`config.mk`:
```
export PLATFORM = sky130hd
export DESIGN_NAME = rose_impl_monitor
export DESIGN_NICKNAME = d
export VERILOG_FILES = /design/src/rtl/rose_impl_monitor_pkg.sv /design/src/rtl/rose_edge_det.sv /design/src/rtl/rose_impl_monitor.sv
export SDC_FILE = /design/constraint.sdc
export NUM_CORES = 1
export LEC_CHECK = 0
export CELL_PAD_IN_SITES_DETAIL_PLACEMENT = 0
export CELL_PAD_IN_SITES_GLOBAL_PLACEMENT = 1
export CORE_MARGIN = 1.5
export CORE_UTILIZATION = 41
export DETAILED_ROUTE_END_ITERATION = 7
export PLACE_DENSITY_LB_ADDON = 0.1
export SYNTH_ARGS = -nofsm -noshare
export SYNTH_HDL_FRONTEND = slang
export SYNTH_SLANG_ARGS = --single-unit
```
`constraint.sdc`:
```
create_clock -name clk -period 2.4 [get_ports clk]
set_input_delay 0.24 -clock clk [delete_from_list [all_inputs] [get_ports clk]]
set_output_delay 0.24 -clock clk [all_outputs]
set_load 0.02 [all_outputs]
```
`src/rtl/rose_impl_monitor_pkg.sv`:
```
// Shared types and the saturating-increment helper for the a |-> $rose(b) monitor.
package rose_chk_pkg;

  typedef enum logic [1:0] {IDLE, RUN, HALT} state_e;

  typedef enum logic [1:0] {V_NONE, V_PASS, V_FAIL, V_VAC} verdict_e;

  // Width-generic: callers widen to 32 bits and truncate the result back.
  function automatic logic [31:0] sat_inc(input logic [31:0] v, input int unsigned w);
    logic [31:0] max_v;
    max_v = (32'd1 << w) - 32'd1;
    return (v >= max_v) ? v : v + 32'd1;
  endfunction

endpackage

```
`src/rtl/rose_edge_det.sv`:
```
// Rising-edge detector: registers b every cycle, regardless of monitor state.
module rose_edge_det (
  input  logic clk,
  input  logic rst_n,
  input  logic b,
  output logic rose
);

  logic b_q;

  always_ff @(posedge clk or negedge rst_n) begin
    if (!rst_n) b_q <= 1'b0;
    else        b_q <= b;
  end

  assign rose = b & ~b_q;

endmodule

```
`src/rtl/rose_impl_monitor.sv`:
```
// Monitor for a |-> $rose(b): verdict pulses, saturating counters, sticky error and stamp.
module rose_impl_monitor
  import rose_chk_pkg::*;
#(
  parameter int unsigned CNT_W        = 8,
  parameter int unsigned TS_W         = 16,
  parameter bit          STOP_ON_FAIL = 1'b0
) (
  input  logic             clk,
  input  logic             rst_n,
  input  logic             en,
  input  logic             clr,
  input  logic             a,
  input  logic             b,
  output logic             pass_pulse,
  output logic             fail_pulse,
  output logic [CNT_W-1:0] pass_cnt,
  output logic [CNT_W-1:0] fail_cnt,
  output logic [CNT_W-1:0] vac_cnt,
  output logic             err_sticky,
  output logic [TS_W-1:0]  first_fail_cycle,
  output logic             halted
);

  logic            rose;
  logic [TS_W-1:0] cycle_cnt;
  state_e          state_q;
  verdict_e        verdict;

  rose_edge_det u_edge (
    .clk  (clk),
    .rst_n(rst_n),
    .b    (b),
    .rose (rose)
  );

  // clr discards the sample in its own cycle.
  always_comb begin
    verdict = V_NONE;
    if (en && (state_q != HALT) && !clr) begin
      if (!a)        verdict = V_VAC;
      else if (rose) verdict = V_PASS;
      else           verdict = V_FAIL;
    end
  end

  always_ff @(posedge clk or negedge rst_n) begin
    if (!rst_n) begin
      cycle_cnt        <= '0;
      state_q          <= IDLE;
      pass_pulse       <= 1'b0;
      fail_pulse       <= 1'b0;
      pass_cnt         <= '0;
      fail_cnt         <= '0;
      vac_cnt          <= '0;
      err_sticky       <= 1'b0;
      first_fail_cycle <= '0;
      halted           <= 1'b0;
    end else begin
      cycle_cnt  <= cycle_cnt + 1'b1;
      pass_pulse <= (verdict == V_PASS);
      fail_pulse <= (verdict == V_FAIL);
      if (clr) begin
        state_q          <= IDLE;
        pass_cnt         <= '0;
        fail_cnt         <= '0;
        vac_cnt          <= '0;
        err_sticky       <= 1'b0;
        first_fail_cycle <= '0;
        halted           <= 1'b0;
      end else begin
        unique case (state_q)
          IDLE:    if (en)  state_q <= RUN;
          RUN:     if (!en) state_q <= IDLE;
          HALT:    state_q <= HALT;
          default: state_q <= IDLE;
        endcase
        unique case (verdict)
          V_PASS: pass_cnt <= CNT_W'(sat_inc(32'(pass_cnt), CNT_W));
          V_VAC:  vac_cnt  <= CNT_W'(sat_inc(32'(vac_cnt), CNT_W));
          V_FAIL: begin
            fail_cnt <= CNT_W'(sat_inc(32'(fail_cnt), CNT_W));
            if (!err_sticky) begin
              err_sticky       <= 1'b1;
              first_fail_cycle <= cycle_cnt;
            end
            // A fail seen on the first enabled cycle (still IDLE) halts as well.
            if (STOP_ON_FAIL) begin
              state_q <= HALT;
              halted  <= 1'b1;
            end
          end
          default: ;
        endcase
      end
    end
  end

endmodule
```
==> metrics.log <==
INFO  metric run_status = complete, no violations
INFO  metric finalWorstPathRequiredPeriod = 1.989 ns
INFO  metric max_stage_delay = 0.62 ns
INFO  metric path_delay_family = simple AND/OR/NAND/NOR gates
INFO  metric critical_path.startpoint_type = flop
INFO  metric std_cell_rows = 30
INFO  metric vdd.ir_drop.worst = 0.2799 mV
INFO  metric setup_tns = 0 ns
INFO  metric synth_area_leader_cell = sky130_fd_sc_hd__dfrtp_1
INFO  metric p_leak = 1.633 nW
INFO  metric slew_headroom = 55.04%
INFO  metric achievable-frequency = 502.8 MHz
INFO  metric grt_pass1_vias = 2,153
INFO  metric met2_usage = 26.92%
INFO  metric die_outline_area = 7587 um^2
INFO  metric cp_num_cells = 4
INFO  metric cts_tree = done
INFO  metric first_pass_iters = 4
INFO  metric share_of_synthesized_registers_carrying_an_async_set_or_reset = 100.0%
INFO  metric fillCellCount = 632
INFO  metric drv.max_cap_violation_count = 0
INFO  metric power.density = 560.2 nW/um^2
INFO  metric cts_setup_buffers = 0
INFO  metric grt_remaining_overflow = 0
INFO  metric postRouteAntennaNets = 0
INFO  metric cp_num_buf_inv = 0
INFO  metric critical_path_class = flop to flop
INFO  metric finalHoldViolCount = 0
INFO  metric busiest_layer = met2
INFO  metric floorplan.die.width = 87.11 um
INFO  metric synth.lib_cells_used.distinct = 46
INFO  metric layout.area.seq = 1551 um^2
INFO  metric synth.area.top_cells = sky130_fd_sc_hd__dfrtp_1 53%, sky130_fd_sc_hd__nor2b_1 4.1%, sky130_fd_sc_hd__mux2_2 3.9%
INFO  metric grt_usage = 17.70%
INFO  metric routed_wirelength = 6143 um
INFO  metric post_synthesis_sequential_area_ratio = 53.49%
INFO  metric number_of_antenna_violations_at_the_first_check_in_global_routing = 0
INFO  metric clock_latency = 0.33 ns
INFO  metric maxSlewViolCount = 0
INFO  metric grt.met1_usage = 24.80%
INFO  metric numPortBuffers = 48
INFO  metric number_of_warnings_issued_by_yosys = 0
INFO  metric routed_via_density = 5.342
INFO  metric period_share = 82.87%
INFO  metric cts_made_buffers = 9
INFO  metric grt_setup_unrepaired = false
INFO  metric start_util = 42.45%
INFO  metric detailed_place_hpwl = 4083 um
INFO  metric share_of_yosys_cell_area_claimed_by_the_top_area_cell_type = 53.49%
INFO  metric worstHoldPathCells = 1
INFO  metric worst_hold_path_type = input port to flop
INFO  metric ys.flop_type = sky130_fd_sc_hd__dfrtp_1
INFO  metric postCtsResizedCells = 0
INFO  metric postSynthCellCount = 265
INFO  metric data_arrival_at_the_endpoint_of_the_critical_path = 2.20 ns
INFO  metric clock-skew-final = 0.01054 ns
INFO  metric num_vias = 2,249
INFO  metric antenna-diode-count = 0
INFO  metric netlist_area = 2900 um^2
INFO  metric die_h = 87.11 um
INFO  metric core_area = 6832 um^2
INFO  metric flow.area_growth_from_synthesis = 27.70%
INFO  metric post-route-drc-count = 0
INFO  metric syn_avg_cell_area = 10.94 um^2
INFO  metric number_of_cells_on_the_worst_reg_to_reg_path = 4
INFO  metric timing.critical_path.required = 2.61 ns
INFO  metric worst_path_cell_trace = nor2b_1, or4_4, nor4_1, mux2_1
INFO  metric place.gp.congestion = 0.7454
INFO  metric clockBufferDepth = 2
INFO  metric synth_seq_cells = 62
INFO  metric tightestPinTransition = 0.6745 ns
INFO  metric worst_setup_hold_path_clk_slew = 0.07 ns
INFO  metric cts_sinks = 62
INFO  metric clock_tree.root_cell = sky130_fd_sc_hd__clkbuf_8
INFO  metric postSynthNetCount = 275
INFO  metric worstPathMaxFanout = 13
INFO  metric number_of_enable_flip_flop_cells_after_synthesis = 0
INFO  metric pin_count = 50
INFO  metric setup_viol_count_final = 0
INFO  metric largest_net_degree_at_the_start_of_global_routing = 36
INFO  metric average_routed_wire_per_standard_cell = 14.59 um
INFO  metric initialDrtViolationCount = 75
INFO  metric final_nets = 331
INFO  metric placedInstanceArea = 3506 um^2
INFO  metric post_route_cells_drive_above_1_share = 10.46%
INFO  metric met3_track_demand_over_resource = 3.223%
INFO  metric design_area = 3704 um^2
INFO  metric htreeDepth = 3
INFO  metric multi_input_comb_area = 1262 um^2
INFO  metric grt_pass1_wl = 10,450 um
INFO  metric worst_setup_path_end_kind = flop
INFO  metric critical_path.slowest_cell = sky130_fd_sc_hd__or4_4
==> synth_stat cells, types with 3 or more instances <==
cell,n
sky130_fd_sc_hd__xor2_1,5
sky130_fd_sc_hd__nor4_1,3
sky130_fd_sc_hd__dfrtp_1,62
sky130_fd_sc_hd__or4_1,4
sky130_fd_sc_hd__o311ai_0,4
sky130_fd_sc_hd__nand2_1,16
sky130_fd_sc_hd__nand3_1,19
sky130_fd_sc_hd__nor2_1,8
sky130_fd_sc_hd__inv_1,9
sky130_fd_sc_hd__nor3_1,12
sky130_fd_sc_hd__mux2_1,6
sky130_fd_sc_hd__o41ai_1,3
sky130_fd_sc_hd__o21ai_0,5
sky130_fd_sc_hd__mux2_2,10
sky130_fd_sc_hd__o31ai_1,6
sky130_fd_sc_hd__a21oi_1,10
sky130_fd_sc_hd__ha_1,4
sky130_fd_sc_hd__and3_1,10
sky130_fd_sc_hd__and2_1,3
sky130_fd_sc_hd__clkbuf_1,4
sky130_fd_sc_hd__xnor2_1,9
sky130_fd_sc_hd__nor2b_1,19
sky130_fd_sc_hd__nand4_1,3
==> power by group <==
part / switching, mW / internal, mW
combinational: 0.0752 / 0.0479
sequential: 0.00951 / 1.06
clock: 0.391 / 0.495
==> per-layer routing <==
layer | share of wire, % | routed length [um]
met2 | 45 | 2743
met1 | 50 | 3099
met3 | 3.1 | 192
met4 | 1.8 | 108
met5 | 0 | 0
==> cells by family after synthesis <==
kind of cell | share of synthesized area (%)
other | 0.1293
flip-flops | 53.49
multiplexers | 6.902
AND/OR/NAND/NOR | 21.05
XOR/XNOR | 4.228
AO/OA/AOI/OAI | 9.491
buffers and inverters | 2.976
adder cells (fa/ha/maj) | 1.726
==> layout make-up <==
type                    instances  area share [%]
clock buffers                  10           3.716
clock inverters                 5           1.351
inverters                      11           1.115
multi-input cells             184           34.09
flip-flops and latches         62           41.89
well taps                      96           3.243
repair buffers                 53           14.59
==> state kept, by name (all words and copies together) (netlist names), 2 cells and up <==
name	count
pass_cnt	8
vac_cnt	8
first_fail_cycle	16
cycle_cnt	16
state_q	2
fail_cnt	8
==> final timing paths <==
| kind | startpoint | endpoint | slack, ns |
|---|---|---|---|
| worst max-delay path | state_q[1]$_DFFE_PN0P_ | fail_cnt[5]$_DFFE_PN0P_ | 0.41 |
| worst min-delay path | b | u_edge.b_q$_DFF_PN0_ | 0.38 |
| worst max register to register | state_q[1]$_DFFE_PN0P_ | fail_cnt[5]$_DFFE_PN0P_ | 0.41 |
| worst min register to register | state_q[1]$_DFFE_PN0P_ | state_q[0]$_DFFE_PN0P_ | 0.45 |
| max in group asynchronous | rst_n | cycle_cnt[1]$_DFF_PN0_ | 1.29 |
| min in group asynchronous | rst_n | fail_cnt[6]$_DFFE_PN0P_ | 0.48 |
==> layout by cell type (no fill, tap or decap), types with 3 or more instances in the layout <==
cell,synthesis,layout
sky130_fd_sc_hd__dfrtp_1,62,62
sky130_fd_sc_hd__clkdlybuf4s50_1,0,47
sky130_fd_sc_hd__nand3_1,19,19
sky130_fd_sc_hd__nor2b_1,19,19
sky130_fd_sc_hd__nand2_1,16,16
sky130_fd_sc_hd__nor3_1,12,12
sky130_fd_sc_hd__and3_1,10,10
sky130_fd_sc_hd__a21oi_1,10,10
sky130_fd_sc_hd__mux2_2,10,10
sky130_fd_sc_hd__clkbuf_8,0,10
sky130_fd_sc_hd__xnor2_1,9,9
sky130_fd_sc_hd__inv_1,9,9
sky130_fd_sc_hd__nor2_1,8,8
sky130_fd_sc_hd__o31ai_1,6,6
sky130_fd_sc_hd__mux2_1,6,6
sky130_fd_sc_hd__xor2_1,5,5
sky130_fd_sc_hd__o21ai_0,5,5
sky130_fd_sc_hd__o311ai_0,4,4
sky130_fd_sc_hd__or4_1,4,4
sky130_fd_sc_hd__ha_1,4,4
sky130_fd_sc_hd__clkinv_2,0,4
sky130_fd_sc_hd__nand4_1,3,3
sky130_fd_sc_hd__nor4_1,3,3
sky130_fd_sc_hd__and2_1,3,3
sky130_fd_sc_hd__o41ai_1,3,3
==> through the flow <==
step           util, %  worst slack [ns]  hold slack [ns]  instances  power (mW)
6_report         54.21            0.4112           0.3823        421       2.075
5_1_grt          54.21            0.3222           0.3743        421       2.177
4_1_cts          54.21            0.4374           0.3694        421       2.112
3_5_place_dp     51.32            0.1264           0.3249        405       1.211
3_3_place_gp     51.32            0.1730           0.3212        405       1.210
2_1_floorplan        -            0.5259         -0.05559        265       1.140
==> what timing repair did <==
| action | in CTS | in global routing |
|---|---|---|
| hold endpoints to repair | 27 | 0 |
| setup endpoints to repair | 0 | 0 |
| hold buffers | 1 | 0 |
Power figures use the tool's default switching activity.
